**config.mk**
```make
export PLATFORM = sky130hd
export DESIGN_NAME = markup_sequencer
export DESIGN_NICKNAME = d
export VERILOG_FILES = /design/src/rtl/markup_sequencer_pkg.sv /design/src/rtl/markup_sequencer_tag_stack.sv /design/src/rtl/markup_sequencer.sv
export SDC_FILE = /design/constraint.sdc
export NUM_CORES = 1
export LEC_CHECK = 0
export ABC_AREA = 1
export CAP_MARGIN = 0
export CORE_MARGIN = 2
export CORE_UTILIZATION = 49
export DETAILED_ROUTE_END_ITERATION = 12
export GPL_ROUTABILITY_DRIVEN = 0
export PLACE_DENSITY_LB_ADDON = 0.08
export SETUP_SLACK_MARGIN = 0.3
export SLEW_MARGIN = 10
export SYNTH_ARGS = -nofsm -noshare
export SYNTH_HDL_FRONTEND = slang
export SYNTH_SLANG_ARGS = --single-unit
```
**constraint.sdc**
```tcl
create_clock -name clock -period 2.5 [get_ports clock]
set_input_delay 0.5 -clock clock [delete_from_list [all_inputs] [get_ports clock]]
set_output_delay 0.5 -clock clock [all_outputs]
set_load 0.1 [all_outputs]
```
**src/rtl/markup_sequencer_pkg.sv**
```systemverilog
// markup_sequencer_pkg: shared widths, tag codes, event codes and sequencer
// state encodings for the markup sequencer and its tag stack.
package markup_sequencer_pkg;

  localparam int CHAR_BITES           = 8;
  localparam int ELE_TAG_BITES        = 3;
  localparam int ATTRIBUTE_TYPE_BITES = 2;
  localparam int ATTRIBUTE_VAL_BITES  = 8;

  localparam logic [ELE_TAG_BITES-1:0] TAG_NONE = 3'd0;
  localparam logic [ELE_TAG_BITES-1:0] TAG_BODY = 3'd1;
  localparam logic [ELE_TAG_BITES-1:0] TAG_DIV  = 3'd2;
  localparam logic [ELE_TAG_BITES-1:0] TAG_P    = 3'd3;
  localparam logic [ELE_TAG_BITES-1:0] TAG_IMG  = 3'd4;
  localparam logic [ELE_TAG_BITES-1:0] TAG_SPAN = 3'd5;

  localparam logic [CHAR_BITES-1:0] CHAR_LT    = 8'h3C;
  localparam logic [CHAR_BITES-1:0] CHAR_SPACE = 8'h20;

  typedef enum logic [1:0] {
    EVT_TEXT  = 2'd0,
    EVT_OPEN  = 2'd1,
    EVT_CLOSE = 2'd2,
    EVT_ATTR  = 2'd3
  } evt_type_e;

  typedef enum logic [1:0] {
    ST_TEXT   = 2'd0,
    ST_TAG    = 2'd1,
    ST_COMMIT = 2'd2
  } seq_state_e;

  // Void elements never occupy a stack slot.
  function automatic logic is_void_tag(input logic [ELE_TAG_BITES-1:0] tag);
    return tag == TAG_IMG;
  endfunction

endpackage

```
**src/rtl/markup_sequencer_tag_stack.sv**
```systemverilog
// tag_stack: fixed-depth LIFO of open element tags. Push while full and pop
// while empty are ignored; the sequencer flags those cases itself.
module tag_stack
  import markup_sequencer_pkg::*;
#(
  parameter int STACK_DEPTH = 8,
  parameter int DEPTH_W     = 4
) (
  input  logic                     clock,
  input  logic                     resetn,
  input  logic                     push,
  input  logic                     pop,
  input  logic [ELE_TAG_BITES-1:0] din,
  output logic [ELE_TAG_BITES-1:0] top,
  output logic                     full,
  output logic                     empty,
  output logic [DEPTH_W-1:0]       count
);

  localparam int IDX_W = (STACK_DEPTH > 1) ? $clog2(STACK_DEPTH) : 1;

  logic [ELE_TAG_BITES-1:0] mem_q [STACK_DEPTH];
  logic [ELE_TAG_BITES-1:0] mem_d [STACK_DEPTH];
  logic [DEPTH_W-1:0]       count_q, count_d;
  logic [IDX_W-1:0]         wr_idx, top_idx;

  assign full    = (count_q == DEPTH_W'(STACK_DEPTH));
  assign empty   = (count_q == '0);
  assign count   = count_q;
  assign wr_idx  = IDX_W'(count_q);
  assign top_idx = IDX_W'(count_q - DEPTH_W'(1));
  assign top     = empty ? '0 : mem_q[top_idx];

  // Next stack contents: write at the fill level on push, shrink on pop.
  always_comb begin
    mem_d   = mem_q;
    count_d = count_q;
    if (push && !full) begin
      mem_d[wr_idx] = din;
      count_d       = count_q + DEPTH_W'(1);
    end else if (pop && !empty) begin
      count_d = count_q - DEPTH_W'(1);
    end
  end

  // Stack storage and fill level registers.
  always_ff @(posedge clock or negedge resetn) begin
    if (!resetn) begin
      for (int i = 0; i < STACK_DEPTH; i++) mem_q[i] <= '0;
      count_q <= '0;
    end else begin
      mem_q   <= mem_d;
      count_q <= count_d;
    end
  end

endmodule

```
**src/rtl/markup_sequencer.sv**
```systemverilog
// markup_sequencer: routes text chars out as TEXT events, hands tag bodies to
// the element parser, and turns finished tags into OPEN/CLOSE/ATTR events while
// tracking nesting on a tag stack.
// Optional MARKUP_WS_COLLAPSE_EN: collapse runs of spaces into one TEXT event.
module markup_sequencer
  import markup_sequencer_pkg::*;
#(
  parameter int STACK_DEPTH = 8,
  parameter int DEPTH_W     = 4
) (
  input  logic                            clock,
  input  logic                            resetn,
  input  logic [CHAR_BITES-1:0]           char_in,
  input  logic                            char_valid,
  output logic                            char_ready,
  output logic                            elem_enable,
  output logic [CHAR_BITES-1:0]           elem_char,
  input  logic                            elem_finished,
  input  logic [ELE_TAG_BITES-1:0]        elem_tag,
  input  logic                            elem_closing,
  input  logic                            elem_has_attr,
  input  logic [ATTRIBUTE_TYPE_BITES-1:0] elem_attr_type,
  input  logic [ATTRIBUTE_VAL_BITES-1:0]  elem_attr_val,
  output logic                            evt_valid,
  output logic [1:0]                      evt_type,
  output logic [CHAR_BITES-1:0]           evt_char,
  output logic [ELE_TAG_BITES-1:0]        evt_tag,
  output logic [ATTRIBUTE_TYPE_BITES-1:0] evt_attr_type,
  output logic [ATTRIBUTE_VAL_BITES-1:0]  evt_attr_val,
  output logic [DEPTH_W-1:0]              depth,
  output logic                            doc_done,
  output logic                            err_mismatch,
  output logic                            err_overflow,
  output logic                            err_underflow,
  output logic                            err_underrun
);

  seq_state_e                      state_q, state_d;
  logic                            ready_en_q, ready_en_d;
  logic                            elem_enable_q, elem_enable_d;
  logic                            has_attr_prev_q, has_attr_prev_d;
  logic                            evt_valid_q, evt_valid_d;
  evt_type_e                       evt_type_q, evt_type_d;
  logic [CHAR_BITES-1:0]           evt_char_q, evt_char_d;
  logic [ELE_TAG_BITES-1:0]        evt_tag_q, evt_tag_d;
  logic [ATTRIBUTE_TYPE_BITES-1:0] evt_attr_type_q, evt_attr_type_d;
  logic [ATTRIBUTE_VAL_BITES-1:0]  evt_attr_val_q, evt_attr_val_d;
  logic                            doc_done_q, doc_done_d;
  logic                            err_mismatch_q, err_mismatch_d;
  logic                            err_overflow_q, err_overflow_d;
  logic                            err_underflow_q, err_underflow_d;
  logic                            err_underrun_q, err_underrun_d;
`ifdef MARKUP_WS_COLLAPSE_EN
  logic                            space_run_q, space_run_d;
`endif

  logic                            char_ready_c;
  logic [CHAR_BITES-1:0]           elem_char_c;
  logic                            text_emit;
  logic                            stack_push, stack_pop;
  logic [ELE_TAG_BITES-1:0]        stack_top;
  logic                            stack_full, stack_empty;
  logic [DEPTH_W-1:0]              stack_count;

  tag_stack #(
    .STACK_DEPTH(STACK_DEPTH),
    .DEPTH_W    (DEPTH_W)
  ) u_tag_stack (
    .clock (clock),
    .resetn(resetn),
    .push  (stack_push),
    .pop   (stack_pop),
    .din   (elem_tag),
    .top   (stack_top),
    .full  (stack_full),
    .empty (stack_empty),
    .count (stack_count)
  );

  // Next-state, handshake and event decode for the TEXT/TAG/COMMIT sequence.
  always_comb begin
    state_d         = state_q;
    ready_en_d      = 1'b1;
    has_attr_prev_d = elem_has_attr;
    evt_valid_d     = 1'b0;
    evt_type_d      = EVT_TEXT;
    evt_char_d      = '0;
    evt_tag_d       = '0;
    evt_attr_type_d = '0;
    evt_attr_val_d  = '0;
    doc_done_d      = 1'b0;
    err_mismatch_d  = err_mismatch_q;
    err_overflow_d  = err_overflow_q;
    err_underflow_d = err_underflow_q;
    err_underrun_d  = err_underrun_q;
    char_ready_c    = 1'b0;
    elem_char_c     = '0;
    text_emit       = 1'b1;
    stack_push      = 1'b0;
    stack_pop       = 1'b0;
`ifdef MARKUP_WS_COLLAPSE_EN
    space_run_d     = space_run_q;
`endif

    case (state_q)
      ST_TEXT: begin
        // ready_en_q holds char_ready low while reset is applied
        char_ready_c = ready_en_q;
        if (char_valid && ready_en_q) begin
          if (char_in == CHAR_LT) begin
            state_d = ST_TAG;
`ifdef MARKUP_WS_COLLAPSE_EN
            space_run_d = 1'b0;
`endif
          end else begin
`ifdef MARKUP_WS_COLLAPSE_EN
            text_emit   = !((char_in == CHAR_SPACE) && space_run_q);
            space_run_d = (char_in == CHAR_SPACE);
`endif
            evt_valid_d = text_emit;
            evt_type_d  = EVT_TEXT;
            evt_char_d  = text_emit ? char_in : '0;
          end
        end
      end

      ST_TAG: begin
        elem_char_c = char_in;
        if (elem_has_attr && !has_attr_prev_q) begin
          evt_valid_d     = 1'b1;
          evt_type_d      = EVT_ATTR;
          evt_attr_type_d = elem_attr_type;
          evt_attr_val_d  = elem_attr_val;
        end
        if (elem_finished) begin
          state_d = ST_COMMIT;
        end else begin
          char_ready_c = 1'b1;
          if (!char_valid) begin
            err_underrun_d = 1'b1;
            state_d        = ST_TEXT;
          end
        end
      end

      ST_COMMIT: begin
        state_d     = ST_TEXT;
        evt_valid_d = 1'b1;
        evt_tag_d   = elem_tag;
        if (!elem_closing) begin
          evt_type_d = EVT_OPEN;
          if (!is_void_tag(elem_tag)) begin
            if (stack_full) err_overflow_d = 1'b1;
            else            stack_push     = 1'b1;
          end
        end else begin
          evt_type_d = EVT_CLOSE;
          if (stack_empty) begin
            err_underflow_d = 1'b1;
          end else begin
            stack_pop = 1'b1;
            if (stack_top != elem_tag)                 err_mismatch_d = 1'b1;
            else if (stack_count == DEPTH_W'(1))       doc_done_d     = 1'b1;
          end
        end
      end

      default: state_d = ST_TEXT;
    endcase

    elem_enable_d = (state_d == ST_TAG);
  end

  // Sequencer state, registered events and sticky error flags.
  always_ff @(posedge clock or negedge resetn) begin
    if (!resetn) begin
      state_q         <= ST_TEXT;
      ready_en_q      <= 1'b0;
      elem_enable_q   <= 1'b0;
      has_attr_prev_q <= 1'b0;
      evt_valid_q     <= 1'b0;
      evt_type_q      <= EVT_TEXT;
      evt_char_q      <= '0;
      evt_tag_q       <= '0;
      evt_attr_type_q <= '0;
      evt_attr_val_q  <= '0;
      doc_done_q      <= 1'b0;
      err_mismatch_q  <= 1'b0;
      err_overflow_q  <= 1'b0;
      err_underflow_q <= 1'b0;
      err_underrun_q  <= 1'b0;
`ifdef MARKUP_WS_COLLAPSE_EN
      space_run_q     <= 1'b0;
`endif
    end else begin
      state_q         <= state_d;
      ready_en_q      <= ready_en_d;
      elem_enable_q   <= elem_enable_d;
      has_attr_prev_q <= has_attr_prev_d;
      evt_valid_q     <= evt_valid_d;
      evt_type_q      <= evt_type_d;
      evt_char_q      <= evt_char_d;
      evt_tag_q       <= evt_tag_d;
      evt_attr_type_q <= evt_attr_type_d;
      evt_attr_val_q  <= evt_attr_val_d;
      doc_done_q      <= doc_done_d;
      err_mismatch_q  <= err_mismatch_d;
      err_overflow_q  <= err_overflow_d;
      err_underflow_q <= err_underflow_d;
      err_underrun_q  <= err_underrun_d;
`ifdef MARKUP_WS_COLLAPSE_EN
      space_run_q     <= space_run_d;
`endif
    end
  end

  assign char_ready    = char_ready_c;
  assign elem_char     = elem_char_c;
  assign elem_enable   = elem_enable_q;
  assign evt_valid     = evt_valid_q;
  assign evt_type      = evt_type_q;
  assign evt_char      = evt_char_q;
  assign evt_tag       = evt_tag_q;
  assign evt_attr_type = evt_attr_type_q;
  assign evt_attr_val  = evt_attr_val_q;
  assign depth         = stack_count;
  assign doc_done      = doc_done_q;
  assign err_mismatch  = err_mismatch_q;
  assign err_overflow  = err_overflow_q;
  assign err_underflow = err_underflow_q;
  assign err_underrun  = err_underrun_q;

endmodule

```
# Yosys cells after proc, flatten, opt, wreduce, memory -nomap -nowiden
# Index checks and enable logic that the tools add are counted.
[totals] mem_bits_ro=0 mem_count=0 latch_bits=0 ramBits=0 input_bits=27 wordCells=103 output_inout_bits=43 register_bits=62
[op_classes] magnitude_cmp=3 mul=0 add_sub_neg=2 n_reduce_logical=15 shift=0 mux=44 bitwise=7 eq_ne=8 div_mod_pow=0
[ops] operator="2-to-1 mux 8 bit" count=6
[ops] operator="bitwise mux 24 bit" count=1
[ops] operator="2-to-1 mux 1 bit" count=16
[ops] operator="2-to-1 mux 2 bit" count=8
[ops] operator="2-to-1 mux 3 bit" count=5
[ops] operator="binary-select mux 3 bit (select 3 bit)" count=1
[ops] operator="demux 3 bit (select 3 bit)" count=1
[ops] operator="equality test 8 x 6 -> 1 bit (second input constant)" count=1
[ops] operator=">= comparator 4 bit (second input constant)" count=2
[ops] operator="2-to-1 mux 4 bit" count=2
[ops] operator="inverter 3 -> 4 bit" count=2
[ops] operator="one-hot mux 2 bit (2 select lines)" count=2
[ops] operator="AND reduction 4 bit" count=2
[ops] operator="AND reduction 3 bit" count=2
[ops] operator="logical AND 1 bit" count=5
[ops] operator="inverter 1 bit" count=5
[ops] operator="adder 4 x 1 -> 4 bit (second input constant)" count=1
[ops] operator="equality test 2 x 1 -> 1 bit (second input constant)" count=2
[ops] operator="equality test 4 x 1 -> 1 bit (second input constant)" count=1
[ops] operator="equality test 4 bit (second input constant)" count=1
[ops] operator="logical NOT 4 bit" count=1
[ops] operator="less-than comparator 4 x 1 -> 1 bit (second input constant)" count=1
[ops] operator="subtractor 4 x 1 -> 4 bit (second input constant)" count=1
[ops] operator="equality test 3 bit (second input constant)" count=1
[ops] operator="other kinds (7)" count=9

# Depth between registers and ports, before layout
[depth] ltp_word=11 ltp_mapped=14 mapped_depth_nobuf=12

# Cells and area by module
# A second synthesis with hierarchy kept.
[hier_totals] hier_cells=358 area_unflattened_um2=2971.6
[by_module_without_submodules] module="tag_stack" area_each_um2=1539.0 cells_per_inst=198 n_inst=1 seq_area_each_um2=700.7
[by_module_without_submodules] module="markup_sequencer" area_each_um2=1432.6 cells_per_inst=160 n_inst=1 seq_area_each_um2=850.8

# Worst setup path after synthesis
# No wires, ideal clock.
[synth_path] path_type="reg2reg" start="register u_tag_stack.count_q[0], in the netlist u_tag_stack.count[0]" end="register err_mismatch_q, in the netlist err_mismatch" synth_period_minus_slack_ns=2.689 t_arrival_ns=2.570 t_required_ns=2.381 path_buffers=3 setup_ns=0.119 setup_slack_ns=-0.189 stages_incl_launch_ff=15 path_cell_list="dfrtp_1 clkbuf_2 inv_2 buf_6 ha_1 clkbuf_1 nor2_1 o21ai_0 nand3_1 nand3_1 nand2_1 nand2_1 nand3_1 nand2_1 nand2_1"
[synth_via] elab_chain_len=8 elab_cells_between_ends=10 cone_classes="add/sub (1); eq/ne (1); mux (4); bitwise (2); reduce/logical (2)"
[synth_lines] item="start, declared" line_no="markup_sequencer_tag_stack.sv:24" rtl="logic [DEPTH_W-1:0] count_q, count_d;"
[synth_lines] item="start signal, assigned" line_no="markup_sequencer_tag_stack.sv:53" rtl="count_q <= count_d;"
[synth_lines] item="subtractor 4 x 1 -> 4 bit" line_no="markup_sequencer_tag_stack.sv:31" rtl="assign top_idx = IDX_W'(count_q - DEPTH_W'(1));"
[synth_lines] item="inverter 3 -> 4 bit (implied by the code)" line_no="markup_sequencer_tag_stack.sv:32" rtl="assign top = empty ? '0 : mem_q[top_idx];"
[synth_lines] item="binary-select mux 3 bit (select 3 bit)" line_no="markup_sequencer_tag_stack.sv:32"
[synth_lines] item="2-to-1 mux 3 bit (implied by the code) (2 in series)" line_no="markup_sequencer_tag_stack.sv:32"
[synth_lines] item="2-to-1 mux 3 bit" line_no="markup_sequencer_tag_stack.sv:32"
[synth_lines] item="!= test 3 bit" line_no="markup_sequencer.sv:162" rtl="if (stack_top != elem_tag) err_mismatch_d = 1'b1;"
[synth_lines] item="AND reduction 4 bit (no source line) *"
[synth_lines] item="end signal, assigned" line_no="markup_sequencer.sv:207" rtl="err_mismatch_q <= err_mismatch_d;"
[synth_lines] item="end, declared" line_no="markup_sequencer.sv:49" rtl="logic err_mismatch_q, err_mismatch_d;"
# Every way passes the cells marked *; elsewhere a longest branch is shown, timed or not. The select of a mux whose other input is x is not followed.
# A chain may end at the register's enable or synchronous reset.

# Worst setup path after layout
[layout_path] start="register state_q[1]" end="output char_ready"
[layout_via] elab_chain_len=2 elab_cells_between_ends=3 cone_classes="eq/ne (1); mux (1); reduce/logical (1)"
[layout_lines] item="start, declared" line_no="markup_sequencer.sv:38" rtl="seq_state_e state_q, state_d;"
[layout_lines] item="start signal, assigned" line_no="markup_sequencer.sv:196" rtl="state_q <= state_d;"
[layout_lines] item="equality test 2 x 1 -> 1 bit or logical NOT 2 bit (tied branches)" line_no="markup_sequencer.sv:105" rtl="case (state_q)"
[layout_lines] item="one-hot mux 1 bit (2 select lines) *" line_no="markup_sequencer.sv:105"
[layout_lines] item="end, declared" line_no="markup_sequencer.sv:15" rtl="output logic char_ready,"
# Every way passes the cells marked *; elsewhere a longest branch is shown, timed or not.

==> metrics.md <==
| Metric | Value |
|---|---|
| Critical Path RT | `~2 ns` |
| Flop2flop setup slack | `approximately 0.53 ns` |
| Fin. max-slew vios | `0` |
| Residual DRC | `0` |
| Number of global-route vias before repair | `around 2400` |
| Net Sw Frac | `0.4683` |
| RSZ-0062 raised after global routing | `false` |
| Synth Area in Compound Gates | `0.08174` |
| Adder-Cell Fraction of Synth Area | `0.03043` |
| Crit end category | `output pin` |
| Worst setup slack after placement | `0.3045 ns` |
| Most common cell after layout, fill and taps aside | `nand2_1` |
| GR Util met1 | `0.2920` |
| Mapped Cells | `343` |
| Power Density | `1137 nW/um^2` |
| Largest net degree at the start of global routing | `63` |
| Top Usage Layer GRT | `met2` |
| Wire length per cell | `13.27 um` |
| RR Startpoint | `u_tag_stack.count[1]$_DFFE_PN0P_` |
| Final cell count without fillers | `around 500` |
| Maximum VDD drop | `around 1400 uV` |
| Total track usage | `0.2273` |
| Commonest non-fill, non-tap cells in the layout | `nand2_1, inv_1, dfrtp_1` |
| Syn_nets | `roughly 380` |
| Combinational power share | `0.489` |
| Ports | `70` |
| Aggregate global routing overflow | `0` |
| Vias | `2480` |
| Met3 Resource Use GR | `0.09101` |
| CP Max Fanout | `5` |
| Clock power share | `0.200` |
| First DRT Iteration DRCs | `about 170` |
| Main combinational cell family by area after synthesis | `simple AND/OR/NAND/NOR gates` |
| Input/output buffers | `69` |
| Clock Latency Late Sink | `approximately 0.34 ns` |
| Mapped cell area | `2878 sq um` |
| Post-synthesis mux area share | `0` |
| Cells after DPL | `481` |
| Ys async rst share | `1.000` |
| Wire length of the first global-routing pass | `about 11000 um` |
| Max Clock Skew | `0.004616 ns` |
| Sequential share of power | `0.311` |
| Number of synthesized flops with an enable pin | `0` |
| Die Ht | `80.64 um` |
| Clk buf depth | `2` |
| Seq cells post-synth | `62` |
| Critical Path Source Type | `flop` |
| Crit path kind | `flop to output pin` |
| TNS Setup | `0 ns` |
| Max Fclk | `471.4 MHz` |
| Routing usage on met2 | `0.3517` |
| Reg2reg path depth | `12` |
| HP Class | `input pin to asynchronous set/reset pin` |
| H-tree levels | `3` |
| Arr. time, crit path | `1.62 ns` |
| Register area share after synthesis | `0.5391` |
| Cts bufs inserted | `9` |
| Outcome | `finished clean` |
| Final period util | `0.8485` |
| Worst-path clk slew | `0.06 ns` |
| Synth Flop Type | `dfrtp_1` |
| Final Hold Fails | `0` |
| CTS tree | `built` |
| Share of cells above drive strength 1 | `0.1920` |
| Crit path time final | `between 2 and 2.5 ns` |
| Initial antenna violation count | `0` |
| Worst Slack Setup Final | `approximately 0.38 ns` |
| Antenna Cells | `0` |
| Int Pwr | `between 2000 and 2500 uW` |
| Simple-Gate Fraction of Synth Area | `0.2291` |
| Avg Cell Area, Syn | `8.390 sq um` |
| Yosys warnings | `0` |
| Initial Util | `0.5163` |
| Routed WL | `between 6000 and 7000 um` |
| Register area | `1556 sq um` |
| Hold Slack | `about 0.17 ns` |
| Area grow syn2layout | `35.17%` |
| Synth Area in XOR/XNOR | `0.01522` |
| Leakage | `about 0.0021 uW` |
| Switching power total | `2071 uW` |
| Filler Cell Count | `approximately 460` |
| Area of the die | `between 6000 and 7000 sq um` |
| Utilization after layout | `0.6979` |
| Netlist cell types | `31` |
| Reg2reg end | `err_mismatch$_DFFE_PN0P_` |
| Via-to-Cell Ratio | `between 4 and 5` |
| MaxCap Viol Count | `0` |
| HPWL after DPL | `roughly 4700 um` |
| Setup violations, final | `0` |
| Num rows | `27` |
| Root Driver | `clkbuf_8` |
| Final ANT Viol Nets | `0` |
| Die width | `between 80 and 90 um` |
| Clock tree sinks | `62` |
| TritonRoute pass-1 iters | `4` |
| CORE AREA | `between 5000 and 6000 sq um` |
| Multi-input gate area | `between 1000 and 1500 sq um` |
| Final layout net count | `456` |
-- registers in the layout, indices dropped and copies added (netlist names) --
name / count
evt_type: 2
elem_enable: 1
evt_attr_type: 2
err_underrun: 1
ready_en_q: 1
u_tag_stack.mem_q: 24
err_mismatch: 1
has_attr_prev_q: 1
err_underflow: 1
u_tag_stack.count: 4
evt_attr_val: 8
doc_done: 1
evt_char: 8
err_overflow: 1
evt_valid: 1
evt_tag: 3
state_q: 2
-- synthesized netlist by cell type (2+ instances only) --
library cell  number  area share
nand2_1           90        0.12
inv_1             63       0.082
dfrtp_1           62        0.54
nor2_1            33       0.043
o21ai_0           28       0.049
nand3_1           15       0.026
ha_1               7       0.030
nand4_1            6       0.013
xor2_1             4       0.012
a21oi_1            3      0.0052
buf_4              3      0.0078
nand3_2            3       0.010
o22ai_1            3      0.0065
clkbuf_1           2      0.0026
inv_2              2      0.0026
nor2_4             2      0.0078
nor3_1             2      0.0035
o21bai_1           2      0.0052
-- routing by layer --
layer  vias up  share of wire  wire length (um)
li1       1208              -                 -
met1      1161           0.41              2727
met2       103           0.48              3162
met3         8          0.098               647
met4         0          0.013                85
met5         -              0                 0
-- repair_timing --
item	in CTS	in global routing
setup buffers	0	2
resized for setup	0	4
setup endpoints to repair	0	2
hold endpoints to repair	0	0
hold buffers	0	0
-- power groups by stage --
stage          registers, uW  logic (uW)  clock network, uW
6_report                1380        2160                884
5_1_grt                 1410        2370                949
4_1_cts                 1370        2120                896
3_5_place_dp            1390        2100                  0
3_3_place_gp            1390        2070                  0
2_1_floorplan           1940        1040                  0
-- worst max path at each step --
stage	startpoint	end	slack, ns	cells past startpoint
floorplan	u_tag_stack.count[0]$_DFFE_PN0P_	err_mismatch$_DFFE_PN0P_	0.33	13
global placement	elem_tag[2]	u_tag_stack.mem_q[12]$_DFFE_PN0P_	0.36	9
detailed placement	elem_tag[2]	u_tag_stack.mem_q[13]$_DFFE_PN0P_	0.30	9
CTS	state_q[1]$_DFF_PN0_	char_ready	0.34	6
global route	state_q[1]$_DFF_PN0_	char_ready	0.27	6
finish	state_q[1]$_DFF_PN0_	char_ready	0.38	6
-- final cells by class --
class	count	share of cell area
timing repair buffer	75	0.1923
inverter	66	0.06433
sequential	62	0.4001
clock buffer	12	0.03988
tap	72	0.02316
multi-input combinational	208	0.2686
clock inverter	4	0.01158
-- logic make-up after synthesis --
logic type                 after synthesis
AOI/OAI and AO/OA                       41
DFF                                     62
and+or+nand+nor                        154
xor gates and xnor gates                 5
other                                    1
buffers and inverters                   73
adders and majority gates                7
-- metrics by stage --
stage          instance area (sq um)  total power [uW]
2_1_floorplan                   2884              2983
3_3_place_gp                    3660              3457
3_5_place_dp                    3660              3490
4_1_cts                         3860              4386
5_1_grt                         3890              4722
6_report                        3890              4424
-- worst max-delay path, cell delays in order, from the launching register on --
cell and delay, ns:
dfrtp_1 0.42, inv_1 0.09, ha_2 0.18, inv_1 0.07, or2_1 0.26, nand2_2 0.10
buf_12 0.17
(Power assumes the default switching activity.)
